==> src/rtl/plic_claim_initiator.sv <==
// Per-context PLIC claim/complete Wishbone master.
// Claims a source ID when the target line is raised, offers it to the core
// over a valid/ready port, and writes it back once the handler is done.
module plic_claim_initiator #(
   parameter int          PADDR_SIZE     = 30,
   parameter int          PDATA_SIZE     = 32,
   parameter int          CONTEXT        = 0,
   parameter logic [19:0] CLAIM_BASE     = 20'h80001,
   parameter logic [19:0] CONTEXT_STRIDE = 20'h00400,
   parameter int          TIMEOUT        = 255,
   parameter int          HOLDOFF        = 4
) (
   input  logic                  clk,
   input  logic                  reset,
   output logic                  wb_cyc,
   output logic                  wb_stb,
   output logic                  wb_we,
   output logic [PADDR_SIZE-1:0] wb_adr,
   output logic [PDATA_SIZE-1:0] wb_dat_o,
   input  logic [PDATA_SIZE-1:0] wb_dat_i,
   input  logic                  wb_ack,
   input  logic                  irq_in,
   output logic                  irq_valid,
   output logic [PDATA_SIZE-1:0] irq_id,
   input  logic                  irq_ready,
   input  logic                  done,
   output logic                  busy,
   output logic                  timeout_err,
   input  logic                  err_clr,
   output logic [15:0]           claim_count,
   output logic [15:0]           spurious_count
);

   typedef enum logic [2:0] {
      S_IDLE,
      S_CLAIM,
      S_DELIVER,
      S_WAIT_DONE,
      S_COMPLETE
   } state_t;

   // Claim/complete register address of this context, zero-extended.
   localparam logic [31:0] ADR_FULL = 32'(CLAIM_BASE) + 32'(CONTEXT) * 32'(CONTEXT_STRIDE);
   // Last count value before a bus cycle is abandoned.
   localparam logic [7:0]  TMO_LAST = 8'(TIMEOUT - 1);
   localparam logic [7:0]  HOLD_LD  = 8'(HOLDOFF);

   state_t      state;
   state_t      state_nxt;
   logic [7:0]  tmo_cnt;
   logic [7:0]  hold_cnt;
   logic        claim_ack;
   logic        cmpl_ack;
   logic        tmo_abort;
   logic        done_take;
   logic        bus_enter;

   function automatic logic [15:0] sat_inc(input logic [15:0] v);
      return (v == 16'hFFFF) ? v : v + 16'd1;
   endfunction

   assign wb_adr = ADR_FULL[PADDR_SIZE-1:0];
   assign busy   = (state != S_IDLE);

   // A bus cycle starts whenever the FSM moves into CLAIM or COMPLETE.
   assign bus_enter = ((state_nxt == S_CLAIM)    && (state != S_CLAIM)) ||
                      ((state_nxt == S_COMPLETE) && (state != S_COMPLETE));

   // State register.
   always_ff @(posedge clk or posedge reset) begin
      if (reset) state <= S_IDLE;
      else       state <= state_nxt;
   end

   // Next-state decode and per-transition event strobes.
   always_comb begin
      state_nxt = state;
      claim_ack = 1'b0;
      cmpl_ack  = 1'b0;
      tmo_abort = 1'b0;
      done_take = 1'b0;
      case (state)
         S_IDLE: begin
            if (irq_in && (hold_cnt == 8'd0)) state_nxt = S_CLAIM;
         end
         S_CLAIM: begin
            if (wb_ack) begin
               claim_ack = 1'b1;
               state_nxt = (wb_dat_i == '0) ? S_IDLE : S_DELIVER;
            end else if (tmo_cnt == TMO_LAST) begin
               tmo_abort = 1'b1;
               state_nxt = S_IDLE;
            end
         end
         S_DELIVER: begin
            // done arriving here is dropped; only the handshake matters.
            if (irq_valid && irq_ready) state_nxt = S_WAIT_DONE;
         end
         S_WAIT_DONE: begin
            if (done) begin
               done_take = 1'b1;
               state_nxt = S_COMPLETE;
            end
         end
         S_COMPLETE: begin
            if (wb_ack) begin
               cmpl_ack  = 1'b1;
               state_nxt = S_IDLE;
            end else if (tmo_cnt == TMO_LAST) begin
               tmo_abort = 1'b1;
               state_nxt = S_IDLE;
            end
         end
         default: state_nxt = S_IDLE;
      endcase
   end

   // Registered bus and handshake outputs, decoded from the upcoming state.
   always_ff @(posedge clk or posedge reset) begin
      if (reset) begin
         wb_cyc    <= 1'b0;
         wb_stb    <= 1'b0;
         wb_we     <= 1'b0;
         irq_valid <= 1'b0;
      end else begin
         wb_cyc    <= (state_nxt == S_CLAIM) || (state_nxt == S_COMPLETE);
         wb_stb    <= (state_nxt == S_CLAIM) || (state_nxt == S_COMPLETE);
         wb_we     <= (state_nxt == S_COMPLETE);
         irq_valid <= (state_nxt == S_DELIVER);
      end
   end

   // Bus-cycle watchdog: restarts on every new cycle, counts while cyc is up.
   always_ff @(posedge clk or posedge reset) begin
      if (reset)          tmo_cnt <= 8'd0;
      else if (bus_enter) tmo_cnt <= 8'd0;
      else if (wb_cyc)    tmo_cnt <= tmo_cnt + 8'd1;
   end

   // Post-completion holdoff keeps a still-high irq_in from re-claiming at once.
   always_ff @(posedge clk or posedge reset) begin
      if (reset)
         hold_cnt <= 8'd0;
      else if (cmpl_ack || (tmo_abort && (state == S_COMPLETE)))
         hold_cnt <= HOLD_LD;
      else if ((state == S_IDLE) && (hold_cnt != 8'd0))
         hold_cnt <= hold_cnt - 8'd1;
   end

   // Claimed ID capture and completion write data.
   always_ff @(posedge clk or posedge reset) begin
      if (reset) begin
         irq_id   <= '0;
         wb_dat_o <= '0;
      end else begin
         if (claim_ack) irq_id <= wb_dat_i;
         if (done_take)
            wb_dat_o <= irq_id;
         else if ((state == S_COMPLETE) && (state_nxt == S_IDLE))
            wb_dat_o <= '0;
      end
   end

   // Claim statistics and sticky timeout flag; a new timeout beats err_clr.
   always_ff @(posedge clk or posedge reset) begin
      if (reset) begin
         claim_count    <= 16'd0;
         spurious_count <= 16'd0;
         timeout_err    <= 1'b0;
      end else begin
         if (claim_ack && (wb_dat_i != '0)) claim_count    <= sat_inc(claim_count);
         if (claim_ack && (wb_dat_i == '0)) spurious_count <= sat_inc(spurious_count);
         if (tmo_abort)    timeout_err <= 1'b1;
         else if (err_clr) timeout_err <= 1'b0;
      end
   end

endmodule
==> config.mk <==
export PLATFORM = sky130hd
export DESIGN_NAME = plic_claim_initiator
export DESIGN_NICKNAME = d
export VERILOG_FILES = /design/src/rtl/plic_claim_initiator.sv
export SDC_FILE = /design/constraint.sdc
export NUM_CORES = 1
export LEC_CHECK = 0
export ABC_AREA = 1
export CAP_MARGIN = 20
export CORE_MARGIN = 2
export CORE_UTILIZATION = 42
export CTS_CLUSTER_DIAMETER = 30
export DETAILED_ROUTE_END_ITERATION = 8
export PLACE_DENSITY = 0.73
export SLEW_MARGIN = 20
export SYNTH_ARGS = -nofsm -noshare
export SYNTH_HDL_FRONTEND = slang
export SYNTH_SLANG_ARGS = --single-unit
==> constraint.sdc <==
create_clock -name clk -period 3.5 [get_ports clk]
set_input_delay 0.525 -clock clk [delete_from_list [all_inputs] [get_ports clk]]
set_output_delay 0.525 -clock clk [all_outputs]
set_load 0.1 [all_outputs]
==> flow_summary_export.csv, run 1 <==
group,metric,value,unit
status,status,"complete, no violations",
layout,area_growth,33.1,%
logic_synthesis,ys_ff_latch,119,
critical_path,critical_path_required,2.97,ns
die,io_pins,171,
cts,htree_levels,4,
grt,grt_pass1_vias,4985,
layout,final_common_cell,"nand2_1",
critical_path,crit_chain,"clkdlybuf4s50_1",
placed_design,gp_congestion,0.820,
sta,fin_crit,2.58,ns
critical_path,cp-startpoint,"spurious_count[9]",
critical_path,cp.depth,1,
cts,cts_buffers,17,
critical_path,cp-end-kind,"output pin",
sta,slew_headroom,30.7,%
route,vias,5180,
cts,postCtsSetupRepairBufs,0,
pwr,powerDensity,1040,mW/mm2
die,rows,44,
critical_path,crit_family,"buffers and inverters",
die,die_h,125,um
logic_synthesis,yosys.cell_types.count,34,
critical_path,reg2reg_from,"tmo_cnt[0]",
layout,final_cell_mix,"199 x nand2_1, 139 x clkdlybuf4s50_1, 119 x dfrtp_1",
critical_path,endpoint,"spurious_count[9]",
grt,grt_pass1_wl,25200,um
critical_path,critPathMaxStageDelay,1.18,ns
hold_path,min-delay-start,"wb_dat_o[10]",
critical_path,r2r_setup_slack,1.47,ns
sta,max_freq,387,MHz
sta,hold_violations,0,
hold_path,hold_class,"reg -> reg",
pwr,leakage,3.71,nW
grt,grtUsageTotal,20.1,%
run,cap_violations,0,
die,die_w,125,um
grt,grt.overflow.total,0,
critical_path,critPathKind,"reg -> out",
grt,grt_max_degree,65,
critical_path,cp-start-kind,"register",
die,start_util,42.5,%
logic_synthesis,netlist_area,0.00610,mm2
sta,clock_skew,0.0110,ns
die,die_area,0.0155,mm2
logic_synthesis,async_flop_share,100,%
route,wirelength,14900,um
logic_synthesis,yosys_warnings,0,
placed_design,numPortBuffers,140,
critical_path,reg2reg_depth,11,
cts,cts_tree,"yes",
cts,clk_pin_slew,0.05,ns
logic_synthesis,ys_seq_area_share,48.8,%
route,wire_per_inst,13.6,um
layout,fin_nets,940,
critical_path,crit_path_max_fanout,6,
layout,design_area,0.00812,mm2
layout,drive_gt1_share,6.28,%
sta,setup_violations,0,
layout,antenna_cells,0,
logic_synthesis,synthFlopType,"dfrtp_1",
critical_path,cp_slowest_cell,"clkdlybuf4s50_1",
sta,grt_setup_unrepaired,"false",
pwr,ir_worst_vdd,0.877,mV
critical_path,worstReg2RegEnd,"hold_cnt[5]",
route,drt-initial-drc-count,348,
cts,clock_latency,0.42,ns
cts,ctsResizeCount,0,
cts,max-clock-path-buffers,2,
die,coreArea,0.0144,mm2
placed_design,dp_slack,1.04,ns
sta,tightestPinTransition,1.04,ns
critical_path,cp.buffers_inverters,1,
route,firstDrtPassIters,5,
cts,cts_hold_buffers,0,
cts,root_buffer,"clkbuf_16",
placed_design,dpl-instance-area,0.00754,mm2
grt,grt_antenna_before_repair,0,
sta,timing.final.ws_setup,0.916,ns
sta,period_share,73.8,%
sta,final_max_slew_viol_count,0,
route,via_per_inst,4.74,
cts,cts_num_sinks,119,
logic_synthesis,synth_edf_count,0,
placed_design,hpwl,10600,um
logic_synthesis,synthCells,759,
logic_synthesis,avgSynthCellArea,8.04,um2
critical_path,critPathArrivalTime,2.06,ns
sta,tns,0,ns
route,post-route-drc-count,0,
route,ant_nets,0,
==> cells in the mapped netlist (2+ instances only) <==
library cell	count	area share (%)
nand3_1	72	5.9
nor2_4	3	0.55
ha_1	6	1.2
xnor2_1	13	1.9
dfrtp_1	119	49
buf_6	3	0.55
o21ai_0	78	6.4
conb_1	2	0.12
nor3_1	4	0.33
nand2_1	199	12
nor3_2	2	0.33
inv_1	72	4.4
nand4_1	26	2.7
buf_4	33	4.1
nand3_4	2	0.57
nor2_2	4	0.41
xor2_1	11	1.6
buf_2	15	1.2
inv_2	3	0.18
a21oi_1	3	0.25
nor2_1	71	4.4
clkbuf_1	6	0.37
==> stage by stage <==
stage / std cells / util [%] / total power [mW] / hold slack [ns]
floorplan: 787 / - / 5.75 / 0.482
global placement: 1060 / 52.5 / 6.75 / 0.491
detailed placement: 1060 / 52.5 / 6.80 / 0.500
CTS: 1092 / 56.5 / 8.53 / 0.512
global route: 1092 / 56.5 / 8.87 / 0.543
finish: 1092 / 56.5 / 8.46 / 0.510
==> final cells by class <==
cell class              instances  area (um2)
clock buffers                  20         447
clock inverters                12         129
fillers                      1303        6250
inverters                      76         289
multi-input cells             535        2560
flip-flops and latches        119        2980
well taps                     184         230
repair buffers                146        1480
==> kinds of logic after synthesis <==
family          count (synthesis)  share of synthesized area (%)
compound gates                 86                           7.18
xor+xnor                       24                           3.45
fa+ha+maj                       6                           1.23
buf+inv                       133                           10.9
flops                         119                           48.8
other cells                     2                          0.123
simple gates                  389                           28.3
==> metal layers <==
layer / vias up / wire length, um / track usage [%] / part of all wire [%]
li1: 2652 / - / - / -
met2: 131 / 7010 / 31.2 / 47
met1: 2375 / 6680 / 26.4 / 45
met3: 22 / 863 / 6.01 / 5.8
met5: - / 0 / 0 / 0
met4: 0 / 294 / 8.13 / 2.0
==> state kept, by name, indices dropped and copies added, names as in the netlist <==
register,count
irq_valid,1
wb_stb,1
irq_id,32
state,3
tmo_cnt,8
timeout_err,1
wb_dat_o,32
spurious_count,16
wb_we,1
claim_count,16
hold_cnt,8
==> worst min path at each step <==
stage | to | slack (ns) | cells past startpoint
2_1_floorplan | hold_cnt[2] | 0.48 | 1
3_3_place_gp | wb_dat_o[2] | 0.49 | 2
3_5_place_dp | wb_dat_o[19] | 0.50 | 2
4_1_cts | wb_dat_o[14] | 0.51 | 2
5_1_grt | wb_dat_o[16] | 0.54 | 2
6_report | wb_dat_o[10] | 0.51 | 2
==> where the power goes <==
| group | leakage (nW) | internal [mW] | total (mW) | switching (mW) |
|---|---|---|---|---|
| registers | 1.54 | 1.83 | 2.12 | 0.286 |
| logic | 1.91 | 0.970 | 4.65 | 3.68 |
| clock network | 0.264 | 1.06 | 1.69 | 0.632 |
| total | 3.71 | 3.86 | 8.46 | 4.60 |
Note: power is estimated with default switching activity, not from simulation.
==> run 2: changes to the inputs <==
==> constraint.sdc (replaced) <==
create_clock -name clk -period 2.2 [get_ports clk]
set_input_delay 0.33 -clock clk [delete_from_list [all_inputs] [get_ports clk]]
set_output_delay 0.33 -clock clk [all_outputs]
set_load 0.1 [all_outputs]
==> run 2 against run 1 <==
  * Cell count grew 0.27%
  * Design area shrank 2.1%
  * Largest power group unchanged
  * Hold slack lost 0.26 ns
  * First-iteration DRC count shrank 1.1%
  * Flip-flop and latch count is the same
==> flow_summary_export.csv, run 2 (synthesis gave the netlist of run 1 again) <==
group,metric,value,unit
status,status,"complete, no violations",
critical_path,critPathMaxStageDelay,0.44,ns
cts,clock_latency,0.42,ns
critical_path,crit_chain,"ha_1 -> inv_1 -> nor2_2 -> and2_2 -> nand3_4 -> nand3_2 -> nand2_1 -> nand2_1",
die,start_util,42.5,%
grt,grt_max_degree,68,
placed_design,hpwl,10500,um
pwr,seqPwrFrac,25.4,%
run,cap_violations,0,
layout,design_area,0.00795,mm2
grt,grt_antenna_before_repair,0,
pwr,ir_worst_vdd,1.24,mV
layout,final_common_cell,"nand2_1",
layout,post-route-util,55.3,%
layout,fillers,1334,
layout,antenna_cells,0,
sta,hold_violations,0,
placed_design,gp_congestion,0.826,
pwr,combPwrFrac,53.9,%
layout,ff_latch_area,0.00298,mm2
sta,final_max_slew_viol_count,0,
die,die_w,125,um
route,wirelength,14800,um
sta,tns,0,ns
pwr,p_switching,7.33,mW
layout,top_regs,"irq_id: 32 flops, wb_dat_o: 32 flops",
grt,grt_pass1_vias,4915,
route,vias,5303,
critical_path,critPathArrivalTime,2.22,ns
sta,setup_violations,0,
route,wire_per_inst,13.5,um
grt,grt.overflow.total,0,
pwr,clockPowerShare,20.7,%
critical_path,worstReg2RegEnd,"claim_count[11]",
pwr,leakage,3.90,nW
die,rows,44,
sta,grt_setup_unrepaired,"false",
layout,area_growth,30.3,%
layout,drive_gt1_share,18.2,%
route,via_per_inst,4.84,
cts,cts_num_sinks,119,
die,coreArea,0.0144,mm2
critical_path,reg2reg_from,"claim_count[0]",
critical_path,crit_top_cell,"nand2_1",
route,firstDrtPassIters,5,
die,die_h,125,um
route,ant_nets,0,
hold_path,hold_class,"in -> async",
cts,htree_levels,4,
cts,ctsResizeCount,0,
pwr,powerDensity,1680,mW/mm2
cts,max-clock-path-buffers,2,
critical_path,critPathKind,"reg -> reg",
pwr,swShare,54.8,%
cts,postCtsSetupRepairBufs,0,
route,post-route-drc-count,0,
critical_path,cp_slowest_cell,"dfrtp_2",
layout,final_cell_mix,"199 x nand2_1, 115 x dfrtp_1, 105 x buf_4",
sta,timing.final.ws_setup,0.280,ns
die,die_area,0.0155,mm2
grt,grtUsageTotal,19.9,%
pwr,p_int,6.04,mW
die,io_pins,171,
route,drt-initial-drc-count,344,
layout,fin_nets,943,
cts,clk_pin_slew,0.06,ns
critical_path,critical_path_required,2.50,ns
layout,multi_input_area,0.00256,mm2
pwr,finalPower,13.4,mW
placed_design,dp_slack,0.164,ns
critical_path,cp-end-kind,"register",
critical_path,cp-start-kind,"register",
sta,fin_crit,1.92,ns
critical_path,reg2reg_depth,8,
placed_design,dpl-instance-area,0.00735,mm2
cts,cts_tree,"yes",
critical_path,r2r_setup_slack,0.28,ns
grt,grt_pass1_wl,24900,um
sta,max_freq,521,MHz
critical_path,crit_path_max_fanout,17,
cts,root_buffer,"clkbuf_16",
cts,cts_buffers,17,
sta,period_share,87.3,%
placed_design,numPortBuffers,140,
sta,clock_skew,0.00953,ns
cts,cts_hold_buffers,0,
==> run 2: worst max-delay path, delay by kind of cell (launching register included) <==
family / cells / cell delay [ns]
and+or+nand+nor: 6 / 1.02
buffers and inverters: 1 / 0.08
DFF: 1 / 0.44
adders and majority gates: 1 / 0.26
==> run 2: layer usage <==
layer / wire length (um) / global-route usage (%)
met2: 6990 / 30.9
met3: 827 / 4.98
met4: 300 / 8.39
met1: 6700 / 26.5
met5: 0 / 0
==> run 2: per-stage QoR <==
step                      std cells  hold slack [ns]
after detailed placement       1063            0.501
after global routing           1095            0.249
after global placement         1063            0.492
after CTS                      1095            0.242
after floorplan                 787            0.439
final                          1095            0.251
==> run 2: how the worst max path moves through the flow <==
| stage | startpoint | endpoint | slack (ns) | cells past startpoint |
|---|---|---|---|---|
| floorplan | claim_count[3] | claim_count[9] | 0.12 | 8 |
| global placement | wb_dat_i[25] | spurious_count[6] | 0.16 | 9 |
| detailed placement | wb_dat_i[25] | spurious_count[9] | 0.16 | 9 |
| CTS | claim_count[0] | claim_count[11] | 0.29 | 8 |
| global route | claim_count[0] | claim_count[0] | 0.15 | 8 |
| finish | claim_count[0] | claim_count[11] | 0.28 | 8 |
==> run 2: power groups by stage <==
stage	Combinational (mW)	Sequential [mW]	Clock, mW
global placement	7.19	3.39	0
finish	7.21	3.39	2.76
floorplan	1.75	7.40	0
global route	7.54	3.50	2.95
CTS	7.25	3.40	2.81
detailed placement	7.25	3.42	0
==> run 2: final cells by class <==
type / instances / area share [%]
tap: 184 / 2.90
sequential: 119 / 37.5
timing repair buffer: 149 / 16.2
multi-input combinational: 535 / 32.3
inverter: 76 / 3.64
clock buffer: 21 / 5.92
clock inverter: 11 / 1.54
==> run 3: changes to the inputs <==
--- a/config.mk
+++ b/config.mk
@@ -10,6 +10,7 @@
 export CORE_MARGIN = 2
 export CORE_UTILIZATION = 42
 export CTS_CLUSTER_DIAMETER = 30
+export CTS_CLUSTER_SIZE = 10
 export DETAILED_ROUTE_END_ITERATION = 8
 export PLACE_DENSITY = 0.73
 export SLEW_MARGIN = 20
==> results of run 3 <==
Same layout as run 2: the final DEF is identical, and so are final timing and power.
